### src/rtl/mem_ctrl_if.sv
// Bus bundle between the multicycle control/datapath, mem_ctrl and the memory.
// The slave view is taken by mem_ctrl; the master view by whatever drives it.
interface mem_ctrl_if;
    // control / datapath side
    logic        memread;
    logic        memwrite;
    logic [31:0] addr;
    logic [31:0] wdata;
    logic [31:0] rdata;
    logic        stall;
    logic        done;
    logic        err;
    // memory side
    logic        mreq;
    logic        mwe;
    logic [31:0] maddr;
    logic [31:0] mwdata;
    logic        mack;
    logic [31:0] mrdata;

    modport slave (
        input  memread, memwrite, addr, wdata, mack, mrdata,
        output mreq, mwe, maddr, mwdata, rdata, stall, done, err
    );

    modport master (
        output memread, memwrite, addr, wdata, mack, mrdata,
        input  mreq, mwe, maddr, mwdata, rdata, stall, done, err
    );
endinterface

### src/rtl/mem_ctrl.sv
// Memory access controller for a multicycle CPU: IDLE -> BUSY -> DONE handshake.
// Optional busy timeout enabled by defining MEM_TIMEOUT_EN.
module mem_ctrl (
    input logic        clk,
    input logic        rst,
    mem_ctrl_if.slave  bus
);

    typedef enum logic [1:0] {
        StIdle = 2'd0,
        StBusy = 2'd1,
        StDone = 2'd2
    } state_e;

    localparam logic [31:0] TimeoutData = 32'hDEADBEEF;

    state_e      state_q;
    logic        mwe_q;
    logic [31:0] maddr_q;
    logic [31:0] mwdata_q;
    logic [31:0] rdata_q;
    logic        req;

    assign req = bus.memread | bus.memwrite;

`ifdef MEM_TIMEOUT_EN
    logic [3:0] cnt_q;
    logic       err_q;

    always_ff @(posedge clk) begin
        if (rst) begin
            state_q  <= StIdle;
            mwe_q    <= 1'b0;
            maddr_q  <= 32'd0;
            mwdata_q <= 32'd0;
            rdata_q  <= 32'd0;
            cnt_q    <= 4'd0;
            err_q    <= 1'b0;
        end else begin
            unique case (state_q)
                StIdle: begin
                    if (req) begin
                        maddr_q  <= bus.addr;
                        mwdata_q <= bus.wdata;
                        mwe_q    <= bus.memwrite;
                        cnt_q    <= 4'd0;
                        state_q  <= StBusy;
                    end
                end
                StBusy: begin
                    // mack wins over a timeout landing in the same cycle
                    if (bus.mack) begin
                        if (!mwe_q) begin
                            rdata_q <= bus.mrdata;
                        end
                        state_q <= StDone;
                    end else if (cnt_q == 4'hF) begin
                        if (!mwe_q) begin
                            rdata_q <= TimeoutData;
                        end
                        err_q   <= 1'b1;
                        state_q <= StDone;
                    end else begin
                        cnt_q <= cnt_q + 4'd1;
                    end
                end
                StDone: state_q <= StIdle;
                default: state_q <= StIdle;
            endcase
        end
    end

    assign bus.err = err_q;
`else
    always_ff @(posedge clk) begin
        if (rst) begin
            state_q  <= StIdle;
            mwe_q    <= 1'b0;
            maddr_q  <= 32'd0;
            mwdata_q <= 32'd0;
            rdata_q  <= 32'd0;
        end else begin
            unique case (state_q)
                StIdle: begin
                    if (req) begin
                        maddr_q  <= bus.addr;
                        mwdata_q <= bus.wdata;
                        mwe_q    <= bus.memwrite;
                        state_q  <= StBusy;
                    end
                end
                StBusy: begin
                    if (bus.mack) begin
                        if (!mwe_q) begin
                            rdata_q <= bus.mrdata;
                        end
                        state_q <= StDone;
                    end
                end
                StDone: state_q <= StIdle;
                default: state_q <= StIdle;
            endcase
        end
    end

    assign bus.err = 1'b0;
`endif

    assign bus.mreq   = (state_q == StBusy);
    assign bus.done   = (state_q == StDone);
    assign bus.mwe    = mwe_q;
    assign bus.maddr  = maddr_q;
    assign bus.mwdata = mwdata_q;
    assign bus.rdata  = rdata_q;
    // Combinational so the control FSM holds in the very cycle it asks.
    assign bus.stall  = ((state_q == StIdle) && req) || (state_q == StBusy);

endmodule

### src/flat_wrapper.sv
// flat-port wrapper written by rule: the top's interface ports become plain ports
module mem_ctrl_flat 
  (clk, rst, bus_memread, bus_memwrite, bus_addr, bus_wdata, bus_mack, bus_mrdata, bus_mreq, bus_mwe, bus_maddr, bus_mwdata, bus_rdata, bus_stall, bus_done, bus_err);
  mem_ctrl_if bus_i ();
  input logic clk;
  input logic rst;
  input wire logic [$bits(bus_i.memread)-1:0] bus_memread;
  input wire logic [$bits(bus_i.memwrite)-1:0] bus_memwrite;
  input wire logic [$bits(bus_i.addr)-1:0] bus_addr;
  input wire logic [$bits(bus_i.wdata)-1:0] bus_wdata;
  input wire logic [$bits(bus_i.mack)-1:0] bus_mack;
  input wire logic [$bits(bus_i.mrdata)-1:0] bus_mrdata;
  output wire logic [$bits(bus_i.mreq)-1:0] bus_mreq;
  output wire logic [$bits(bus_i.mwe)-1:0] bus_mwe;
  output wire logic [$bits(bus_i.maddr)-1:0] bus_maddr;
  output wire logic [$bits(bus_i.mwdata)-1:0] bus_mwdata;
  output wire logic [$bits(bus_i.rdata)-1:0] bus_rdata;
  output wire logic [$bits(bus_i.stall)-1:0] bus_stall;
  output wire logic [$bits(bus_i.done)-1:0] bus_done;
  output wire logic [$bits(bus_i.err)-1:0] bus_err;
  assign bus_i.memread = bus_memread;
  assign bus_i.memwrite = bus_memwrite;
  assign bus_i.addr = bus_addr;
  assign bus_i.wdata = bus_wdata;
  assign bus_i.mack = bus_mack;
  assign bus_i.mrdata = bus_mrdata;
  assign bus_mreq = bus_i.mreq;
  assign bus_mwe = bus_i.mwe;
  assign bus_maddr = bus_i.maddr;
  assign bus_mwdata = bus_i.mwdata;
  assign bus_rdata = bus_i.rdata;
  assign bus_stall = bus_i.stall;
  assign bus_done = bus_i.done;
  assign bus_err = bus_i.err;
  mem_ctrl u_core (.clk(clk), .rst(rst), .bus(bus_i));
endmodule
### config.mk
export PLATFORM = sky130hd
export DESIGN_NAME = mem_ctrl_flat
export DESIGN_NICKNAME = d
export VERILOG_FILES = /design/src/rtl/mem_ctrl_if.sv /design/src/rtl/mem_ctrl.sv /design/src/flat_wrapper.sv
export SDC_FILE = /design/constraint.sdc
export NUM_CORES = 1
export LEC_CHECK = 0
export CAP_MARGIN = 20
export CORE_MARGIN = 2
export CORE_UTILIZATION = 41
export CTS_CLUSTER_SIZE = 28
export DETAILED_ROUTE_END_ITERATION = 12
export PLACE_DENSITY = 0.81
export SLEW_MARGIN = 40
export SYNTH_ARGS = -nofsm -noshare
export SYNTH_HDL_FRONTEND = slang
export SYNTH_SLANG_ARGS = --single-unit
### constraint.sdc
create_clock -name clk -period 1.6 [get_ports clk]
set_input_delay 0.24 -clock clk [delete_from_list [all_inputs] [get_ports clk]]
set_output_delay 0.24 -clock clk [all_outputs]
set_load 0.01 [all_outputs]
### Word level (Yosys, flattened, before mapping)

Index checks and enable logic that the tools add are counted.

* bitwise logic cells: 2
* muxes and demuxes: 3
* equal/unequal tests: 4
* reduce and logical (&&, ||, !) cells: 6

Operator list (count)
* $mux W2: 2
* $pmux W2 S2: 1
* $reduce_and A2 Y1: 2
* $reduce_and A3 Y1: 1
* $eq A2 B1 Y1 const B: 1
* $eq A2 B2 Y1 const B: 1
* $logic_not A2 Y1: 1
* $ne A2 B1 Y1 const B: 1
* $ne A2 B2 Y1 const B: 1
* $logic_and A1 B1 Y1: 1
* $logic_or A1 B1 Y1: 1
* $not A1 Y1: 1
* $or A1 B1 Y1: 1

* input bits: 101
* register bits: 99
* output and inout bits: 101
* logic and storage cells: 20

### Logic depth before layout (Yosys ltp)

Gate-level depths: netlist (run 1).

* depth after elaboration: 3
* gate-level depth with buffers: 5
* depth with buffers taken out: 3

### Least setup slack after synthesis (run 1)

OpenSTA, ideal clock, no wires.

* path kind: register -> register
* start: reg u_core.state_q[1]
* end: reg u_core.maddr_q[10] (netlist: u_core.bus.maddr[10])
* arrival time: 1063 ps
* period minus slack after synthesis: 1134 ps
* data required time: 1528 ps
* path buffers: 2
* setup time: 72 ps
* slack: 466 ps
* cell stages (with the launch flop): 6
* cell sequence: dfxtp_1 > nor2_2 > o21a_4 > buf_12 > buf_12 > mux2i_1

* word-level cells in the longest chain between the ends: 2

Ends and longest elaborated chain
* start, declared: RTL line mem_ctrl.sv:17 `state_e state_q;`
* start signal, assigned: RTL line mem_ctrl.sv:77 `state_q <= StIdle;`
* start signal, assigned: RTL line mem_ctrl.sv:89 `state_q <= StBusy;`
* start signal, assigned: RTL line mem_ctrl.sv:97 `state_q <= StDone;`
* $logic_not A2 Y1: RTL line mem_ctrl.sv:83 `unique case (state_q)`
* $reduce_and A2 Y1 (no line)
* end signal, assigned: RTL line mem_ctrl.sv:86 `maddr_q <= bus.addr;`
* end, declared: RTL line mem_ctrl.sv:19 `logic [31:0] maddr_q;`

Every way passes these cells.
A chain may end at the register's enable or synchronous reset.

### Worst setup path after layout (run 1)

* start: reg u_core.maddr_q[3] (netlist: u_core.bus.maddr[3])
* end: out bus_maddr[3]

RTL lines
* end, declared: RTL line flat_wrapper.sv:15 `output wire logic [$bits(bus_i.maddr)-1:0] bus_maddr;`

No word-level cell between the ends.

==> flow_metrics.tcl, run 1 <==
set metrics [dict create \
    status "finished clean" \
    routedWlPerCell_um 13.6 \
    synth_seq_cells 99 \
    synth.avg_cell_area_um2 9.69 \
    cp_num_cells 1 \
    drive_above_1_share_pct 6.31 \
    drt_first_iter_violations 98 \
    place_area_mm2 0.00629 \
    crit_path_max_incr_delay_ns 0.58 \
    fin_area_mm2 0.00653 \
    cap_violations 0 \
    vias_per_cell 4.58 \
    cts_max_path_buffers 2 \
    reg2reg_slack_ns 0.26 \
    grt_first_pass_wirelength_um 16400 \
    fin_crit_sh_pct 95.0 \
    die-area_mm2 0.0111 \
    initial_core_util_pct 41.5 \
    crit-reg2reg-launch "u_core.state_q[1]" \
    ctsHoldBuffers 0 \
    cts_buffers 9 \
    diodes 0 \
    post-route-min-period_ns 1.52 \
    synth_cell_types 19 \
    grt_usage_pct 18.3 \
    cts_tree "built" \
    p_leak_nw 2.56 \
    die_h_um 106 \
    yosysWarningCount 0 \
    ff_latch_area_mm2 0.00198 \
    area_growth_pct 54.4 \
    min_path_cells 3 \
    clock_sink_count 99 \
    synth.yosys.seq_area_share_pct 46.9 \
    crit_arrival_ns 1.28 \
    cts_htree_levels 3 \
    vias 3524 \
    crit_chain "clkdlybuf4s50_1" \
    critPathSlowestCell "clkdlybuf4s50_1" \
    fillCellCount 867 \
    die_x_um 106 \
    core_region_area_mm2 0.0102 \
    multi_input_area_mm2 0.00196 \
    grt_max_degree 64 \
    clock_latency_ns 0.35 \
    drt_first_pass_iters 4 \
    slew_violations 0 \
    row_count 37 \
    crit_start "u_core.bus.maddr[3]" \
    end_kind "output pin" \
    endpoint "bus_maddr[3]" \
    gp_congestion 0.750 \
    drc_errors 0 \
    antenna_found_initial 0 \
    critical_path_class "reg2out" \
    synth_area_mm2 0.00423 \
    required_ns 1.36 \
    power.density_mw_per_mm2 908 \
    r2r_end "u_core.bus.maddr[29]" \
    path_max_fanout 2 \
    routed_wl_um 10500 \
    clock_skew_ns 0.00674 \
    reg2reg_depth 5 \
    cts.reportedPaths.clkPinSlew_ns 0.09 \
    fin_util_pct 64.1 \
    rsz0062_at_grt "no" \
    numPortBuffers 200 \
    crit_family "buffers and inverters" \
    grt_pass1_vias 3501 \
    hpwl_um 7740 \
    min_from "rst" \
    setup_viol 0 \
    timing.fmax_mhz 658 \
    cp-start-kind "flop" \
    clockRootBuffer "clkbuf_8" \
    nNetsFinal 730 \
    syn_inst 436 \
    antenna_left 0 \
    timing.critical_path.buf_inv 1 \
    syn_nets 537 \
    io_pins 202 \
    finalHoldViolations 0 \
    vdd_drop_max_v 0.000512 \
    postCtsSetupRepairBufs 0 \
    grt_overflow 0 \
    hp-class "in2reg" \
]
[worst min path at each step]
stage                           endpoint  slack (ns)
detailed placement  u_core.bus.rdata[17]        0.44
floorplan            u_core.bus.rdata[0]        0.38
finish               u_core.bus.maddr[1]        0.41
global placement    u_core.bus.rdata[28]        0.44
CTS                  u_core.bus.maddr[1]        0.39
global route         u_core.bus.maddr[1]        0.41
[through the flow]
step           cells  setup slack, ns  power, mW  hold slack (ns)  setup TNS (ns)
6_report         770           0.0806       5.93            0.407               0
3_3_place_gp     754          -0.0824       4.12            0.439         -0.0824
5_1_grt          770           0.0286       6.20            0.413               0
3_5_place_dp     754          -0.0780       4.15            0.443         -0.0780
2_1_floorplan    436            0.466       3.47            0.376               0
4_1_cts          770           0.0223       6.00            0.392               0
[cell families (layout without fill, tap and decap cells)]
logic type             after synthesis  count (layout)  share of synthesized area (%)
AND/OR/NAND/NOR                    201             201                           26.3
AO/OA/AOI/OAI                       37              37                           4.74
flip-flops                          99              99                           46.9
buffers and inverters               34             232                           6.78
multiplexers                        64              64                           15.2
other                                1               1                         0.0887
[repair_timing]
action                                 in CTS  in global routing
cloned                                      0                  0
setup endpoints to repair                   3                  1
endpoints found under the hold margin       0                  0
resized for setup                           8                  1
[sequential cells by signal, summed over array words and instances (netlist names)]
signal	count
u_core.bus.maddr	32
u_core.bus.mwdata	32
u_core.bus.rdata	32
u_core.state_q	2
u_core.bus.mwe	1
[metal layers]
| metal | global-route usage [%] | wire (um) | vias to the layer above |
|---|---|---|---|
| li1 | - | - | 1773 |
| met1 | 21.1 | 4410 | 1605 |
| met2 | 31.7 | 5170 | 128 |
| met3 | 5.88 | 751 | 18 |
| met4 | 6.86 | 177 | 0 |
| met5 | 0 | 0 | - |
[tightest hold or removal path, stage by stage]
cell	delay [ns]
buf_4	0.27
nand2b_1	0.15
mux2i_1	0.05
[cell usage in the layout (no fill, tap or decap)]
cell type / count
a21bo_2: 1
a21oi_1: 34
and2b_2: 2
and3b_1: 1
and4bb_1: 1
buf_12: 5
buf_2: 1
buf_4: 12
bufinv_16: 2
clkbuf_1: 1
clkbuf_8: 12
clkdlybuf4s50_1: 195
clkinv_4: 1
conb_1: 1
dfxtp_1: 97
dfxtp_2: 2
dlygate4sd2_1: 2
dlymetal6s2s_1: 1
mux2i_1: 64
nand2_1: 65
nand2b_1: 130
nand4bb_1: 1
nor2_2: 1
o21a_4: 1
o21ai_0: 1
[layout make-up]
class                   instances  share of cell area (%)
clock buffers                  13                    2.59
flip-flops and latches         99                    30.4
repair buffers                216                    33.4
clock inverters                 3                    1.05
multi-input cells             303                    30.0
well taps                     136                    2.61
[power breakdown]
| group | switching (mW) | internal (mW) |
|---|---|---|
| Combinational | 0.508 | 0.819 |
| Clock | 0.830 | 1.01 |
| Sequential | 0.105 | 2.65 |
| Total | 1.44 | 4.49 |
[Yosys cell counts]
library cell  instances  share of area [%]
buf_4                 3               0.53
clkbuf_1             12                1.1
nor2_2                1               0.15
buf_2                 9                1.1
o21a_4                1               0.36
dfxtp_1              99                 47
a21bo_2               1               0.24
and3b_1               1               0.21
nand4bb_1             1               0.27
nand2b_1            130                 19
buf_6                 3               0.80
nand2_1              65                5.8
a21oi_1              34                4.0
o21ai_0               1               0.12
conb_1                1              0.089
and2b_2               2               0.41
mux2i_1              64                 15
buf_12                7                3.3
and4bb_1              1               0.30
Note: power is estimated with default switching activity, not from simulation.
==> inputs of run 2 (changes only) <==
CAP_MARGIN = 15   (was 20)
GPL_TIMING_DRIVEN = 0   (was not set)
==> run 2 against run 1 <==
  * Power fell by 2.6%
  * Highest routed layer unchanged
  * Clock skew is 0.0030 ns higher
  * Worst hold slack improved by 0.018 ns
  * Critical path depth did not move
  * Critical endpoint is now bus_maddr[1]
  * Via count up 3.3%
  * Largest cell class unchanged
==> flow_metrics.tcl, run 2 (synthesized netlist as in run 1, its figures left out) <==
set metrics [dict create \
    vias_per_cell 4.63 \
    power_mw 5.78 \
    diodes 0 \
    drive_above_1_share_pct 7.07 \
    grt_usage_pct 19.8 \
    cts_htree_levels 3 \
    top_layer "met4" \
    die-area_mm2 0.0111 \
    clock_skew_ns 0.00972 \
    post-route-min-period_ns 1.53 \
    wl_met1_um 4670 \
    timing.critical_path.buf_inv 1 \
    fin_tns_setup_ns 0 \
    finalHoldViolations 0 \
    fin_util_pct 64.8 \
    clock_sink_count 99 \
    row_count 37 \
    critical_path_class "reg2out" \
    drt_first_iter_violations 102 \
    whs_ns 0.425 \
    path_max_fanout 2 \
    place_area_mm2 0.00639 \
    met2_length_um 5420 \
    final_common_cell "clkdlybuf4s50_1" \
    vias 3642 \
    setup_viol 0 \
    initial_core_util_pct 41.5 \
    cts_buffers 9 \
    final_cells 787 \
    layout_setup_ws_ns 0.0728 \
    vdd_drop_max_v 0.000475 \
    drt_first_pass_iters 4 \
    antenna_left 0 \
    power.density_mw_per_mm2 876 \
    routed_wl_um 11000 \
    crit_family "buffers and inverters" \
    fin_crit_sh_pct 95.5 \
    drc_errors 0 \
    required_ns 1.36 \
    io_pins 202 \
    routedWlPerCell_um 14.0 \
    clockRootBuffer "clkbuf_8" \
    crit_chain "clkdlybuf4s50_1" \
    cap_violations 0 \
    core_region_area_mm2 0.0102 \
    status "finished clean" \
    die_h_um 106 \
    grt_pass1_vias 3755 \
    hp-class "in2reg" \
    grt_first_pass_wirelength_um 17700 \
    cts_tree "built" \
    clock_latency_ns 0.36 \
    nNetsFinal 747 \
    slew_violations 0 \
    antenna_found_initial 0 \
    cts_max_path_buffers 2 \
    dp_slack_ns -0.176 \
    numPortBuffers 199 \
    grt_overflow 0 \
    cts.reportedPaths.clkPinSlew_ns 0.10 \
    die_x_um 106 \
    mostFrequentLayoutCells "195 x clkdlybuf4s50_1, 130 x nand2b_1, 97 x dfxtp_1, 65 x nand2_1, 64 x mux2i_1" \
    end_kind "output pin" \
    rsz0062_at_grt "no" \
    wl_met3_um 694 \
    cp-start-kind "flop" \
    crit_arrival_ns 1.29 \
    dpl.cell_count 771 \
    p_leak_nw 2.58 \
    area_growth_pct 56.0 \
    fin_area_mm2 0.00660 \
    grt_max_degree 17 \
    critPathSlowestCell "clkdlybuf4s50_1" \
    postCtsSetupRepairBufs 0 \
    timing.fmax_mhz 655 \
    hpwl_um 8390 \
    crit_path_max_incr_delay_ns 0.57 \
    gp_congestion 0.726 \
]
-- run 2: cell count changes in the layout (fill, tap and decap cells not counted), moves of 2 or more --
cell | before | now
clkbuf_8 | 12 | 10
clkinv_2 | 0 | 2
buf_2 | 1 | 10
buf_6 | 0 | 3
buf_4 | 12 | 3
clkbuf_1 | 1 | 12
buf_12 | 5 | 7
clkinvlp_4 | 0 | 2
-- run 2: cell type report --
type	count	area, um^2
fill	868	3590
sequential	99	1990
timing repair buffer	199	1990
multi-input combinational	303	1960
buffer	34	287
tap	136	170
clock buffer	10	138
clock inverter	6	63.8
-- run 2: timing repair --
action | CTS | global route
hold buffers | 0 | 0
gates resized for setup | 10 | 1
endpoints found under the setup margin | 3 | 1
-- run 2: worst min-delay path: stages --
cell and delay (ns):
clkdlybuf4s50_1 0.40, nand2_1 0.05, a21oi_1 0.05
-- run 2: power by group --
part           total (mW)  internal (mW)  switching [mW]
Clock                1.63          0.766           0.861
Sequential           2.76           2.65           0.106
Combinational        1.39          0.861           0.531
-- run 2: per-layer routing --
| layer | up-vias | global-route usage [%] |
|---|---|---|
| met3 | 17 | 4.27 |
| met1 | 1687 | 23.4 |
| met4 | 0 | 7.61 |
| li1 | 1810 | - |
| met5 | - | 0 |
| met2 | 128 | 34.9 |
-- run 2: final timing paths --
check	endpoint	start	depth (start not counted)	slack, ns
worst min-delay path	u_core.bus.rdata[16]	bus_mrdata[16]	3	0.43
worst min register to register	u_core.bus.rdata[1]	u_core.bus.rdata[1]	2	0.46
worst max-delay path	bus_maddr[1]	u_core.bus.maddr[1]	1	0.07
worst max register to register	u_core.bus.mwdata[2]	u_core.state_q[1]	5	0.35
==> inputs of run 3 (changes only) <==
SLEW_MARGIN = 25   (was 40)
==> results of run 3 <==
Final layout, timing and power as in run 2 (identical DEF).
